--- config.mk ---
export PLATFORM = sky130hd
export DESIGN_NAME = rtc_alarm
export DESIGN_NICKNAME = d
export VERILOG_FILES = /design/src/rtl/rtc_pkg.sv /design/src/rtl/rtc_hour_to24.sv /design/src/rtl/rtc_alarm.sv
export SDC_FILE = /design/constraint.sdc
export NUM_CORES = 1
export LEC_CHECK = 0
export CORE_ASPECT_RATIO = 1.25
export CORE_MARGIN = 3
export CORE_UTILIZATION = 50
export DETAILED_ROUTE_END_ITERATION = 6
export PLACE_DENSITY = 0.79
export SYNTH_ARGS = -nofsm -noshare
export SYNTH_HDL_FRONTEND = slang
export SYNTH_SLANG_ARGS = --single-unit
--- constraint.sdc ---
create_clock -name clk_1Hz_i -period 2.65 [get_ports clk_1Hz_i]
set_clock_uncertainty 0.2 [all_clocks]
set_input_delay 0.53 -clock clk_1Hz_i [delete_from_list [all_inputs] [get_ports clk_1Hz_i]]
set_output_delay 0.53 -clock clk_1Hz_i [all_outputs]
set_load 0.02 [all_outputs]
--- src/rtl/rtc_pkg.sv ---
// Shared types and calendar constants for the RTC alarm slice.
package rtc_pkg;

  typedef enum logic [1:0] {
    ST_IDLE   = 2'd0,
    ST_ARMED  = 2'd1,
    ST_RING   = 2'd2,
    ST_SNOOZE = 2'd3
  } alm_state_e;

  localparam int         SEC_PER_MIN   = 60;
  localparam int         HOURS_PER_DAY = 24;
  localparam logic [2:0] DOW_SUNDAY    = 3'd1;

endpackage

--- src/rtl/rtc_hour_to24.sv ---
// Combinational 12h/24h hour normaliser, shared by the alarm and display paths.
module rtc_hour_to24
  import rtc_pkg::*;
(
  input  logic [5:0] hour_i,
  input  logic [1:0] mode_i,
  output logic [5:0] hour24_o
);

  localparam logic [5:0] HALF_DAY = 6'(HOURS_PER_DAY / 2);

  logic [5:0] base_12h;

  // In 12-hour form "12" is the first hour of its half-day.
  assign base_12h = (hour_i == HALF_DAY) ? 6'd0 : hour_i;
  assign hour24_o = mode_i[0] ? (base_12h + (mode_i[1] ? HALF_DAY : 6'd0)) : hour_i;

endmodule

--- src/rtl/rtc_alarm.sv ---
// Day-of-week alarm with ring auto-stop, snooze and a sticky missed flag.
module rtc_alarm
  import rtc_pkg::*;
#(
  parameter int SNOOZE_MIN = 5,
  parameter int RING_SEC   = 60
) (
  input  logic       clk_1Hz_i,
  input  logic       rstn_i,
  input  logic [5:0] cur_sec_i,
  input  logic [5:0] cur_min_i,
  input  logic [5:0] cur_hour_i,
  input  logic [1:0] cur_mode_i,
  input  logic [2:0] cur_day_of_week_i,
  input  logic       alm_wr_i,
  input  logic       alm_en_i,
  input  logic [5:0] alm_min_i,
  input  logic [4:0] alm_hour_i,
  input  logic [6:0] alm_dow_mask_i,
  input  logic       ack_i,
  input  logic       snooze_i,
  output logic       ring_o,
  output logic       irq_o,
  output logic       missed_o,
  output logic [1:0] state_o
);

  localparam logic [11:0] SNOOZE_LOAD = 12'(SNOOZE_MIN * SEC_PER_MIN - 1);
  localparam logic [6:0]  RING_LAST   = 7'(RING_SEC - 1);

  alm_state_e  state_q, state_d;
  logic [5:0]  alm_min_q, alm_min_d;
  logic [4:0]  alm_hour_q, alm_hour_d;
  logic [6:0]  alm_mask_q, alm_mask_d;
  logic [6:0]  ring_tmr_q, ring_tmr_d;
  logic [11:0] snz_cnt_q, snz_cnt_d;
  logic        irq_q, irq_d;
  logic        missed_q, missed_d;
  logic [5:0]  hour24;
  logic [2:0]  dow_idx;
  logic        match;

  rtc_hour_to24 u_hour_to24 (
    .hour_i   (cur_hour_i),
    .mode_i   (cur_mode_i),
    .hour24_o (hour24)
  );

  assign dow_idx = cur_day_of_week_i - DOW_SUNDAY;
  assign match   = (cur_sec_i == 6'd0) && (cur_min_i == alm_min_q) &&
                   (hour24 == {1'b0, alm_hour_q}) &&
                   (cur_day_of_week_i != 3'd0) && alm_mask_q[dow_idx];

  always_comb begin
    // NOTE: every combinational output gets a default first, so no path leaves it unassigned (no latch).
    state_d    = state_q;
    alm_min_d  = alm_min_q;
    alm_hour_d = alm_hour_q;
    alm_mask_d = alm_mask_q;
    ring_tmr_d = ring_tmr_q;
    snz_cnt_d  = snz_cnt_q;
    irq_d      = 1'b0;
    missed_d   = missed_q;

    if (alm_wr_i) begin
      alm_min_d  = alm_min_i;
      alm_hour_d = alm_hour_i;
      alm_mask_d = alm_dow_mask_i;
      state_d    = alm_en_i ? ST_ARMED : ST_IDLE;
      missed_d   = 1'b0;
      ring_tmr_d = '0;
      snz_cnt_d  = '0;
    end else begin
      if (ack_i && state_q != ST_IDLE) missed_d = 1'b0;
      unique case (state_q)
        ST_IDLE: begin
        end
        ST_ARMED: begin
          // ack/snooze outrank a match even when they have nothing else to do.
          if (!ack_i && !snooze_i && match) begin
            state_d    = ST_RING;
            ring_tmr_d = '0;
            irq_d      = 1'b1;
          end
        end
        ST_RING: begin
          ring_tmr_d = ring_tmr_q + 7'd1;
          if (ack_i) begin
            state_d = ST_ARMED;
          end else if (snooze_i) begin
            state_d   = ST_SNOOZE;
            snz_cnt_d = SNOOZE_LOAD;
          end else if (ring_tmr_q == RING_LAST) begin
            state_d  = ST_ARMED;
            missed_d = 1'b1;
          end
        end
        ST_SNOOZE: begin
          snz_cnt_d = snz_cnt_q - 12'd1;
          if (ack_i) begin
            state_d = ST_ARMED;
          end else if (snz_cnt_q == 12'd0) begin
            state_d    = ST_RING;
            ring_tmr_d = '0;
            irq_d      = 1'b1;
          end
        end
      endcase
    end
  end

  always_ff @(posedge clk_1Hz_i or negedge rstn_i) begin
    if (!rstn_i) begin
      state_q    <= ST_IDLE;
      alm_min_q  <= '0;
      alm_hour_q <= '0;
      alm_mask_q <= '0;
      ring_tmr_q <= '0;
      snz_cnt_q  <= '0;
      irq_q      <= 1'b0;
      missed_q   <= 1'b0;
    end else begin
      // NOTE: non-blocking assignments so every register samples the pre-edge values.
      state_q    <= state_d;
      alm_min_q  <= alm_min_d;
      alm_hour_q <= alm_hour_d;
      alm_mask_q <= alm_mask_d;
      ring_tmr_q <= ring_tmr_d;
      snz_cnt_q  <= snz_cnt_d;
      irq_q      <= irq_d;
      missed_q   <= missed_d;
    end
  end

  assign ring_o   = (state_q == ST_RING);
  assign irq_o    = irq_q;
  assign missed_o = missed_q;
  assign state_o  = state_q;

endmodule

==> results of run 1 <==
[how the worst max path moves through the flow]
stage                                           end          start
after floorplan                     irq_o$_DFF_PN0_  cur_hour_i[1]
after global placement    ring_tmr_q[3]$_DFFE_PN0P_  cur_hour_i[1]
after global routing      ring_tmr_q[3]$_DFFE_PN0P_  cur_hour_i[0]
final                     ring_tmr_q[4]$_DFFE_PN0P_  cur_hour_i[0]
after detailed placement  ring_tmr_q[3]$_DFFE_PN0P_  cur_hour_i[1]
after CTS                 ring_tmr_q[3]$_DFFE_PN0P_  cur_hour_i[4]
[power breakdown]
part / switching [µW] / leakage (µW) / internal, µW
sequential: 21.5 / 0.000530 / 654
clock: 207 / 0.0000540 / 274
combinational: 87.0 / 0.000721 / 145
[layer usage]
metal	wire (µm)	vias to the layer above	GRT usage
met4	99	0	0.0892
met5	0	-	0
met2	2650	60	0.351
li1	-	952	-
met3	341	10	0.0514
met1	2100	926	0.244
[state kept, by name, indices dropped and copies added, names as in the netlist]
name        flops
alm_hour_q      5
alm_mask_q      7
alm_min_q       6
irq_o           1
missed_o        1
ring_tmr_q      7
snz_cnt_q      12
state_o         2
[layout by cell type (no fill, tap or decap), types with 2 or more instances in the layout]
| master | n |
|---|---|
| a211oi_1 | 5 |
| a21boi_2 | 2 |
| a21oi_1 | 7 |
| a21oi_2 | 3 |
| buf_2 | 2 |
| buf_4 | 18 |
| clkbuf_8 | 5 |
| clkdlybuf4s50_1 | 44 |
| dfrtp_1 | 41 |
| dlygate4sd2_1 | 2 |
| ha_1 | 5 |
| inv_1 | 10 |
| mux2_2 | 19 |
| mux2i_1 | 2 |
| nand2_1 | 12 |
| nand2b_1 | 4 |
| nand3_1 | 9 |
| nor2_1 | 23 |
| nor2b_1 | 4 |
| nor3_1 | 4 |
| nor3_2 | 2 |
| o211ai_1 | 2 |
| o21a_1 | 3 |
| o21ai_0 | 11 |
| o21ai_1 | 4 |
| o31ai_1 | 4 |
| o41ai_1 | 2 |
| or3_1 | 4 |
| xnor2_1 | 11 |
| xor2_1 | 4 |
[critical path, delay by kind of cell]
family,cells,cell delay (ns)
AOI/OAI and AO/OA,4,0.73
adders and majority gates,2,0.64
and+or+nand+nor,2,0.47
muxes,1,0.18
buffers and inverters,1,0.10
xor gates and xnor gates,1,0.10
[kinds of logic (layout without fill, tap and decap cells)]
| logic type | after synthesis | count (layout) | synth area share |
|---|---|---|---|
| AOI/OAI and AO/OA | 48 | 48 | 0.140 |
| xor gates and xnor gates | 15 | 15 | 0.0566 |
| adders and majority gates | 7 | 7 | 0.0410 |
| buffers and inverters | 16 | 87 | 0.0270 |
| DFF | 41 | 41 | 0.442 |
| muxes | 22 | 22 | 0.111 |
| and+or+nand+nor | 76 | 76 | 0.182 |
[metrics by stage]
step	worst slack (ns)	hold slack, ns	instances	area (µm²)
2_1_floorplan	-0.110	0.0344	225	2340
3_3_place_gp	-0.742	0.285	342	3000
3_5_place_dp	-0.812	0.295	342	3000
4_1_cts	-0.309	0.306	352	3130
5_1_grt	-0.269	0.332	354	3150
6_report	-0.138	0.307	354	3150
[cell type report]
| cell class | count | area (µm²) |
|---|---|---|
| Sequential cell | 41 | 1030 |
| Clock inverter | 2 | 35.0 |
| Inverter | 10 | 37.5 |
| Multi-Input combinational cell | 168 | 1260 |
| Tap cell | 58 | 72.6 |
| Clock buffer | 5 | 68.8 |
| Fill cell | 320 | 1270 |
| Timing Repair Buffer | 70 | 651 |
[what timing repair did]
action,4_1_cts,5_1_grt
pin swaps,16,10
buffers inserted,2,2
hold buffers,1,0
gates resized for setup,26,1
endpoints found under the setup margin,10,10
hold endpoints to repair,14,0
==> run summary, run 1 <==
Run status: complete, but fails checks
Failing checks: negative setup slack
Critical Path Fanout Max: 7
CTS Buffer Depth: 2
Reg2reg end: ring_tmr_q[4]$_DFFE_PN0P_
Ys flop type: dfrtp_1
Largest net degree at the start of global routing: 30
Most numerous cell in the Yosys netlist: dfrtp_1
Syn Nets: 279
Hold_sp: snz_cnt_q[9]$_DFFE_PN0P_
Syn avg cell area: 10.3 µm²
DPL Wire Length: 3880 µm
Setup CP Type: in2reg
Nets: 350
Vias in the first global route: 1927
Num rows: 27
I/O pins: 52
WL per Instance: 14.7 µm
Synth Register Bits: 41
Post-Syn Area: 2320 µm²
Critical Path AT: 2.75 ns
Worst Tran Pin Value: 0.474 ns
Worst R2R Path Depth: 8
VDD IR max: 0.000417 V
Area leader, netlist: dfrtp_1
Final WL: 5190 µm
Power, Total: 1390 µW
Internal reg-to-reg setup slack: 0.32 ns
CP required: 2.62 ns
RSZ-0062 raised after global routing: true
Initial DRT Pass Iterations: 4
Syn. warnings: 0
Fin Setup TNS: -1.01 ns
Async SR Flop Fraction: 1.00
Post-Synthesis Cells: 225
Die Wd: 66.9 µm
Antenna Cells: 0
Tmin final: 2.79 ns
EDFF count, synth: 0
Wire length of the first global-routing pass: 8500 µm
Hold Path Sink: snz_cnt_q[9]$_DFFE_PN0P_
Share of the synthesized area in the top cell type: 0.442
Max cap viols: 0
Final hold violation count: 0
Max Slew Vio Count: 0
Max_slew headroom: 0.682
Endpoint type of the worst setup path: flip-flop
Fin util: 0.712
CP max-delay cell: fa_1
Gr ovfl total: 0
Total GRT Usage: 0.205
Initial Util: 0.524
Post-synth top cells: dfrtp_1, nor2_1, mux2_2
CTS tree: built
Core area: 4430 µm²
GP Congestion: 0.814
Initial antenna violation count: 0
Synth-to-Final Area Change: 35.8%
Post-route worst setup slack: -0.138 ns
Hold path cells: 1
Vias: 1948
Highest Clock Rate: 359 MHz
Die ar.: 5500 µm²
# DRC: 0
Power Density: 441 nW/µm²
Share of cells above drive strength 1: 0.230
Via density: 5.50
Final ANT Viol Nets: 0
Cell Chain, Critical Path: buf_8 > nor4_4 > a21boi_2 > ha_2 > fa_1 > mux2i_1 > xnor2_1 > nor4_2 > o2111ai_2 > a21oi_4 > o211ai_1
Drt first-iter violations: 65
Sequential area share after synthesis: 0.442
Final period utilization: 1.05
Max incr delay on CP: 0.44 ns
Hold Crit Class: reg2reg
Leakage Power: 0.00131 µW
Root buf cell: clkbuf_8
H-tree Lvls: 2
PortBufs: 51
Kind of start point of the critical path: input pin
Reg-to-Reg Start: snz_cnt_q[0]$_DFFE_PN0P_
Number of clock sinks: 41
CTS Buf Count: 5
Die Y: 82.2 µm
Final setup viols: 10
Synth unique cells: 49
Worst skew pair latency: 0.29 ns
Ranking of synthesized cells by area: dfrtp_1, mux2_2, xnor2_1, nor2_1, ha_1
CTS clk-pin slew, worst paths: 0.07 ns
No activity file was read; power rests on OpenSTA's default activity.
==> run 2: changes to the inputs <==
--- a/config.mk
+++ b/config.mk
@@ -13,3 +13,4 @@
 export SYNTH_ARGS = -nofsm -noshare
 export SYNTH_HDL_FRONTEND = slang
 export SYNTH_SLANG_ARGS = --single-unit
+export TNS_END_PERCENT = 1
==> run 2 against run 1 <==
Against the previous run:
- wire length up 0.31%
- maximum frequency rose by 3.5%
- hold slack got worse by 0.29 ns
- critical path depth unchanged
- worst setup slack improved by 0.093 ns
- sequential cell count did not move
- utilization is 0.71 points higher
- the flow still finishes with violations (negative setup slack)
- combinational power is 2% higher
- sequential share of layout area decreased by 0.32 points
- largest cell class unchanged
- largest power group unchanged
- non-clock buffer count increased by 1
==> run summary, run 2 (synthesized netlist as in run 1, its figures left out) <==
Met3 usage: 0.0419 (was 0.0514)
Final setup viols: 6 (was 10)
Initial DRT Pass Iterations: 4 (unchanged)
Met1 GRT Util: 0.234 (was 0.244)
Global-route layer with the greatest usage: met2 (unchanged)
Max incr delay on CP: 0.43 ns (was 0.44 ns)
Nets: 351 (was 350)
Cells after DPL: 345 (was 342)
WL per Instance: 14.6 µm (was 14.7 µm)
Hold Crit Class: in2async (was reg2reg)
Fin Setup TNS: -0.136 ns (was -1.01 ns)
Layout Cells excl Fill: 356 (was 354)
Number of clock sinks: 41 (unchanged)
VDD IR max: 0.000602 V (was 0.000417 V)
CTS Buf Count: 5 (unchanged)
CP bufs+invs: 1 (unchanged)
Endpoint type of the worst setup path: flip-flop (unchanged)
Critical Path Fanout Max: 7 (unchanged)
Clock power frac: 0.395 (was 0.346)
Final ANT Viol Nets: 0 (unchanged)
Vias in the first global route: 1950 (was 1927)
Wire length of the first global-routing pass: 8400 µm (was 8500 µm)
H-tree Lvls: 2 (unchanged)
Synth-to-Final Area Change: 37.2% (was 35.8%)
DPL Wire Length: 3870 µm (was 3880 µm)
Initial antenna violation count: 0 (unchanged)
Failing checks: negative setup slack (unchanged)
Internal power: 1170 µW (was 1070 µW)
Die Y: 82.2 µm (unchanged)
Gr ovfl total: 0 (unchanged)
Max reg flops: 12 (unchanged)
Most frequent cells in the layout: clkdlybuf4s50_1, dfrtp_1, nor2_1, buf_4, mux2_2 (was clkdlybuf4s50_1, dfrtp_1, nor2_1, mux2_2, buf_4)
PortBufs: 51 (unchanged)
RSZ-0062 raised after global routing: true (unchanged)
Largest registers: snz_cnt_q x12, alm_mask_q x7, ring_tmr_q x7 (unchanged)
Largest net degree at the start of global routing: 30 (unchanged)
Highest Clock Rate: 371 MHz (was 359 MHz)
I/O pins: 52 (unchanged)
Num rows: 27 (unchanged)
Comb pwr share: 0.157 (was 0.167)
Die Wd: 66.9 µm (unchanged)
Hold_buf cts: 0 (was 1)
CTS clk-pin slew, worst paths: 0.08 ns (was 0.07 ns)
CP required: 2.62 ns (about the same)
Final WL: 5210 µm (was 5190 µm)
Share of cells above drive strength 1: 0.238 (was 0.230)
Drt first-iter violations: 61 (was 65)
Leading cell type in the layout, fill and taps excluded: clkdlybuf4s50_1 (unchanged)
Die ar.: 5500 µm² (unchanged)
Setup CP Type: in2reg (unchanged)
Setup Slack @ Placement: -0.789 ns (was -0.812 ns)
Antenna Cells: 0 (unchanged)
Post-route worst setup slack: -0.0447 ns (was -0.138 ns)
CTS Buffer Depth: 2 (unchanged)
WHS: 0.0131 ns (was 0.307 ns)
GP Congestion: 0.839 (was 0.814)
Leakage Power: 0.00132 µW (was 0.00131 µW)
Root buf cell: clkbuf_8 (unchanged)
Critical Path AT: 2.66 ns (was 2.75 ns)
P_sw: 327 µW (was 316 µW)
Run status: complete, but fails checks (unchanged)
CP max-delay cell: fa_1 (unchanged)
# DRC: 0 (unchanged)
Largest Register: snz_cnt_q (unchanged)
Initial Util: 0.524 (unchanged)
CP top delay family: compound AO/OA/AOI/OAI gates (unchanged)
Sequential fraction of design power: 0.448 (was 0.487)
Kind of start point of the critical path: input pin (unchanged)
Power Density: 472 nW/µm² (was 441 nW/µm²)
Cell Chain, Critical Path: buf_6 > nor4_4 > a21boi_2 > ha_2 > fa_1 > mux2i_1 > xnor2_1 > nor4_2 > o2111ai_2 > a21oi_4 > a31oi_1 (was buf_8 > nor4_4 > a21boi_2 > ha_2 > fa_1 > mux2i_1 > xnor2_1 > nor4_2 > o2111ai_2 > a21oi_4 > o211ai_1)
Max cap viols: 0 (unchanged)
Grt met2 use: 0.364 (was 0.351)
Tmin final: 2.69 ns (was 2.79 ns)
Max Slew Vio Count: 0 (unchanged)
Worst Tran Pin Value: 0.549 ns (was 0.474 ns)
Worst skew pair latency: 0.29 ns (about the same)
Final hold violation count: 0 (unchanged)
Core area: 4430 µm² (unchanged)
Total GRT Usage: 0.201 (was 0.205)
Final period utilization: 1.02 (was 1.05)
Via density: 5.45 (was 5.50)
Vias: 1940 (was 1948)
CTS tree: built (unchanged)
Switch share: 0.218 (was 0.227)
Max_slew headroom: 0.634 (was 0.682)
-- run 2: cell types whose count changed in the layout (fill, tap and decap cells not counted), sizes merged --
cell / change
bufinv: +1
dlygate4sd3: -1
buf: +2
-- run 2: layout make-up --
class	instances	area, µm²
flip-flops and latches	41	1030
inverters	10	37.5
multi-input cells	168	1260
clock inverters	3	65.1
repair buffers	71	652
fillers	349	1240
well taps	58	72.6
clock buffers	5	68.8
-- run 2: stage by stage --
step | instance area [µm²] | utilization | power, µW
after detailed placement | 3010 | 0.679 | 919
after floorplan | 2330 | - | 787
final | 3180 | 0.719 | 1500
after global placement | 3010 | 0.679 | 913
after global routing | 3180 | 0.719 | 1570
after CTS | 3170 | 0.717 | 1520
-- run 2: per-layer routing --
| layer | part of all wire | vias to the layer above |
|---|---|---|
| li1 | - | 955 |
| met1 | 0.44 | 934 |
| met2 | 0.49 | 45 |
| met3 | 0.052 | 6 |
| met4 | 0.015 | 0 |
| met5 | 0 | - |
-- run 2: worst paths after layout --
kind | from | to | cells after the start | slack (ns)
setup / recovery | cur_hour_i[0] | ring_tmr_q[3]$_DFFE_PN0P_ | 11 | -0.04
hold / removal | rstn_i | alm_min_q[4]$_DFFE_PN0P_ | 1 | 0.01
setup reg to reg | snz_cnt_q[0]$_DFFE_PN0P_ | ring_tmr_q[3]$_DFFE_PN0P_ | 8 | 0.31
hold reg to reg | snz_cnt_q[9]$_DFFE_PN0P_ | snz_cnt_q[9]$_DFFE_PN0P_ | 1 | 0.30
max in group asynchronous | rstn_i | snz_cnt_q[7]$_DFFE_PN0P_ | 2 | 1.68
min in group clk_1Hz_i | snz_cnt_q[9]$_DFFE_PN0P_ | snz_cnt_q[9]$_DFFE_PN0P_ | 1 | 0.30
-- run 2: power groups by stage --
| stage | combinational (µW) | sequential (µW) | clock, µW |
|---|---|---|---|
| after detailed placement | 234 | 685 | 0 |
| after CTS | 238 | 672 | 612 |
| after floorplan | 106 | 681 | 0 |
| after global routing | 257 | 676 | 637 |
| after global placement | 230 | 684 | 0 |
| final | 236 | 672 | 593 |
-- run 2: what timing repair did --
action | 4_1_cts | 5_1_grt
pin swaps | 10 | 8
setup endpoints to repair | 10 | 10
buffers inserted | 2 | 1
resized for setup | 27 | 0
==> run 3: changes to the inputs <==
==> constraint.sdc (replaced) <==
create_clock -name clk_1Hz_i -period 2.65 [get_ports clk_1Hz_i]
set_clock_uncertainty 0.2 [all_clocks]
set_input_delay 0.53 -clock clk_1Hz_i [delete_from_list [all_inputs] [get_ports clk_1Hz_i]]
set_output_delay 0.53 -clock clk_1Hz_i [all_outputs]
set_load 0.01 [all_outputs]
==> run 3 against run 2 <==
Against the previous run:
- via count is 2.6% lower
- register-to-register slack better by 0.02 ns
- the run still ends with negative setup slack left
- critical path depth stayed put
- critical endpoint unchanged
- clock power is 24% lower
- highest routed layer unchanged
==> run summary, run 3 (synthesized netlist as in run 1, its figures left out) <==
Run status: complete, but fails checks (unchanged)
Failing checks: negative setup slack (unchanged)
Most frequent cells in the layout: clkdlybuf4s50_1, dfrtp_1, nor2_1, mux2_2, buf_4 (was clkdlybuf4s50_1, dfrtp_1, nor2_1, buf_4, mux2_2)
CP startpoint: cur_hour_i[0] (unchanged)
Final setup viols: 10 (was 6)
Tmin final: 2.77 ns (was 2.69 ns)
PortBufs: 51 (unchanged)
CP max-delay cell: fa_1 (unchanged)
RSZ-0062 raised after global routing: true (unchanged)
Vias in the first global route: 1928 (was 1950)
Die ar.: 5500 µm² (unchanged)
Wire length of the first global-routing pass: 8710 µm (was 8400 µm)
Kind of start point of the critical path: input pin (unchanged)
Power Density: 433 nW/µm² (was 472 nW/µm²)
Initial Util: 0.524 (unchanged)
Fin util: 0.712 (was 0.719)
GP Congestion: 0.859 (was 0.839)
CTS Buffer Depth: 2 (unchanged)
Worst skew pair latency: 0.29 ns (about the same)
Initial DRT Pass Iterations: 4 (unchanged)
Worst R2R Path Depth: 8 (unchanged)
Area of the multi-input gates: 1260 µm² (unchanged)
Vias: 1889 (was 1940)
WP depth: 11 (unchanged)
Cells after DPL: 345 (unchanged)
Max incr delay on CP: 0.43 ns (about the same)
CTS tree: built (unchanged)
Num rows: 27 (unchanged)
Leakage Power: 0.00131 µW (was 0.00132 µW)
Reg2reg end: ring_tmr_q[3]$_DFFE_PN0P_ (unchanged)
WL per Instance: 14.7 µm (was 14.6 µm)
Endpoint type of the worst setup path: flip-flop (unchanged)
Via density: 5.32 (was 5.45)
Initial antenna violation count: 0 (unchanged)
Fillers: 331 (was 349)
Layout Cells excl Fill: 355 (was 356)
Max_slew headroom: 0.628 (was 0.634)
Total GRT Usage: 0.208 (was 0.201)
Die Wd: 66.9 µm (unchanged)
Synth-to-Final Area Change: 35.8% (was 37.2%)
H-tree Lvls: 2 (unchanged)
Gr ovfl total: 0 (unchanged)
Setup CP Type: in2reg (unchanged)
Critical Path Fanout Max: 7 (unchanged)
Largest net degree at the start of global routing: 30 (unchanged)
Drt first-iter violations: 88 (was 61)
Hold_buf cts: 0 (unchanged)
Max cap viols: 0 (unchanged)
Share of cells above drive strength 1: 0.236 (was 0.238)
I/O pins: 52 (unchanged)
Largest Register: snz_cnt_q (unchanged)
Die Y: 82.2 µm (unchanged)
CTS Buf Count: 5 (unchanged)
Sequential cell area: 1030 µm² (unchanged)
Leading cell type in the layout, fill and taps excluded: clkdlybuf4s50_1 (unchanged)
Antenna Cells: 0 (unchanged)
Critical Path AT: 2.73 ns (was 2.66 ns)
CP required: 2.62 ns (about the same)
Highest Clock Rate: 361 MHz (was 371 MHz)
# DRC: 0 (unchanged)
Root buf cell: clkbuf_8 (unchanged)
Post-route worst setup slack: -0.117 ns (was -0.0447 ns)
Worst Tran Pin Value: 0.557 ns (was 0.549 ns)
DPL Wire Length: 3930 µm (was 3870 µm)
Core area: 4430 µm² (unchanged)
CTS clk-pin slew, worst paths: 0.08 ns (about the same)
Max Slew Vio Count: 0 (unchanged)
Cell Chain, Critical Path: buf_8 > nor4_4 > a21boi_2 > ha_2 > fa_1 > mux2i_1 > xnor2_1 > nor4_2 > o2111ai_2 > a21oi_4 > a31oi_1 (was buf_6 > nor4_4 > a21boi_2 > ha_2 > fa_1 > mux2i_1 > xnor2_1 > nor4_2 > o2111ai_2 > a21oi_4 > a31oi_1)
Hold Crit Class: in2async (unchanged)
Internal reg-to-reg setup slack: 0.33 ns (was 0.31 ns)
Nets: 350 (was 351)
Reg-to-Reg Start: snz_cnt_q[0]$_DFFE_PN0P_ (unchanged)
VDD IR max: 0.000298 V (was 0.000602 V)
Final period utilization: 1.04 (was 1.02)
CP bufs+invs: 1 (unchanged)
Final hold violation count: 0 (unchanged)
Final ANT Viol Nets: 0 (unchanged)
Number of clock sinks: 41 (unchanged)
Max reg flops: 12 (unchanged)
CP top delay family: compound AO/OA/AOI/OAI gates (unchanged)
Largest registers: snz_cnt_q x12, alm_mask_q x7, ring_tmr_q x7 (unchanged)
Final WL: 5210 µm (about the same)
[run 3: cell type report]
cell class	count	share of cell area
clock inverter	1	0.00159
timing repair buffer	70	0.207
clock buffer	7	0.0306
sequential	41	0.326
multi-input combinational	168	0.400
inverter	10	0.0119
tap	58	0.0230
[run 3: repair_timing]
action | CTS | global route
pin swaps | 11 | 7
setup buffers | 2 | 0
gates resized for setup | 28 | 1
endpoints found under the setup margin | 10 | 10
[run 3: routing by layer]
| layer | vias up | share of wire | track usage |
|---|---|---|---|
| met3 | 4 | 0.042 | 0.0365 |
| met5 | - | 0 | 0 |
| met4 | 0 | 0.011 | 0.0669 |
| met1 | 896 | 0.46 | 0.277 |
| met2 | 42 | 0.48 | 0.343 |
| li1 | 947 | - | - |
[run 3: how the worst max path moves through the flow]
stage / end / slack [ns]
2_1_floorplan: irq_o$_DFF_PN0_ / -0.15
3_3_place_gp: ring_tmr_q[3]$_DFFE_PN0P_ / -0.75
3_5_place_dp: state_o[1]$_DFFE_PN0P_ / -0.83
4_1_cts: ring_tmr_q[4]$_DFFE_PN0P_ / -0.26
5_1_grt: ring_tmr_q[0]$_DFFE_PN0P_ / -0.22
6_report: ring_tmr_q[3]$_DFFE_PN0P_ / -0.12
[run 3: per-stage QoR]
step / total power, µW / setup TNS, ns / hold slack [ns] / area, µm² / setup slack (ns)
6_report: 1360 / -0.909 / 0.0211 / 3150 / -0.117
3_3_place_gp: 912 / -7.29 / 0.284 / 3010 / -0.754
3_5_place_dp: 921 / -8.00 / 0.289 / 3010 / -0.833
5_1_grt: 1430 / -1.97 / 0.0378 / 3150 / -0.217
4_1_cts: 1380 / -2.19 / 0.0329 / 3150 / -0.263
2_1_floorplan: 786 / -1.03 / 0.0344 / 2330 / -0.151
[run 3: power breakdown]
group          total [µW]  switching (µW)  internal (µW)
registers             671            17.5            654
logic                 239            92.6            146
clock network         453             218            236
total                1360             328           1040
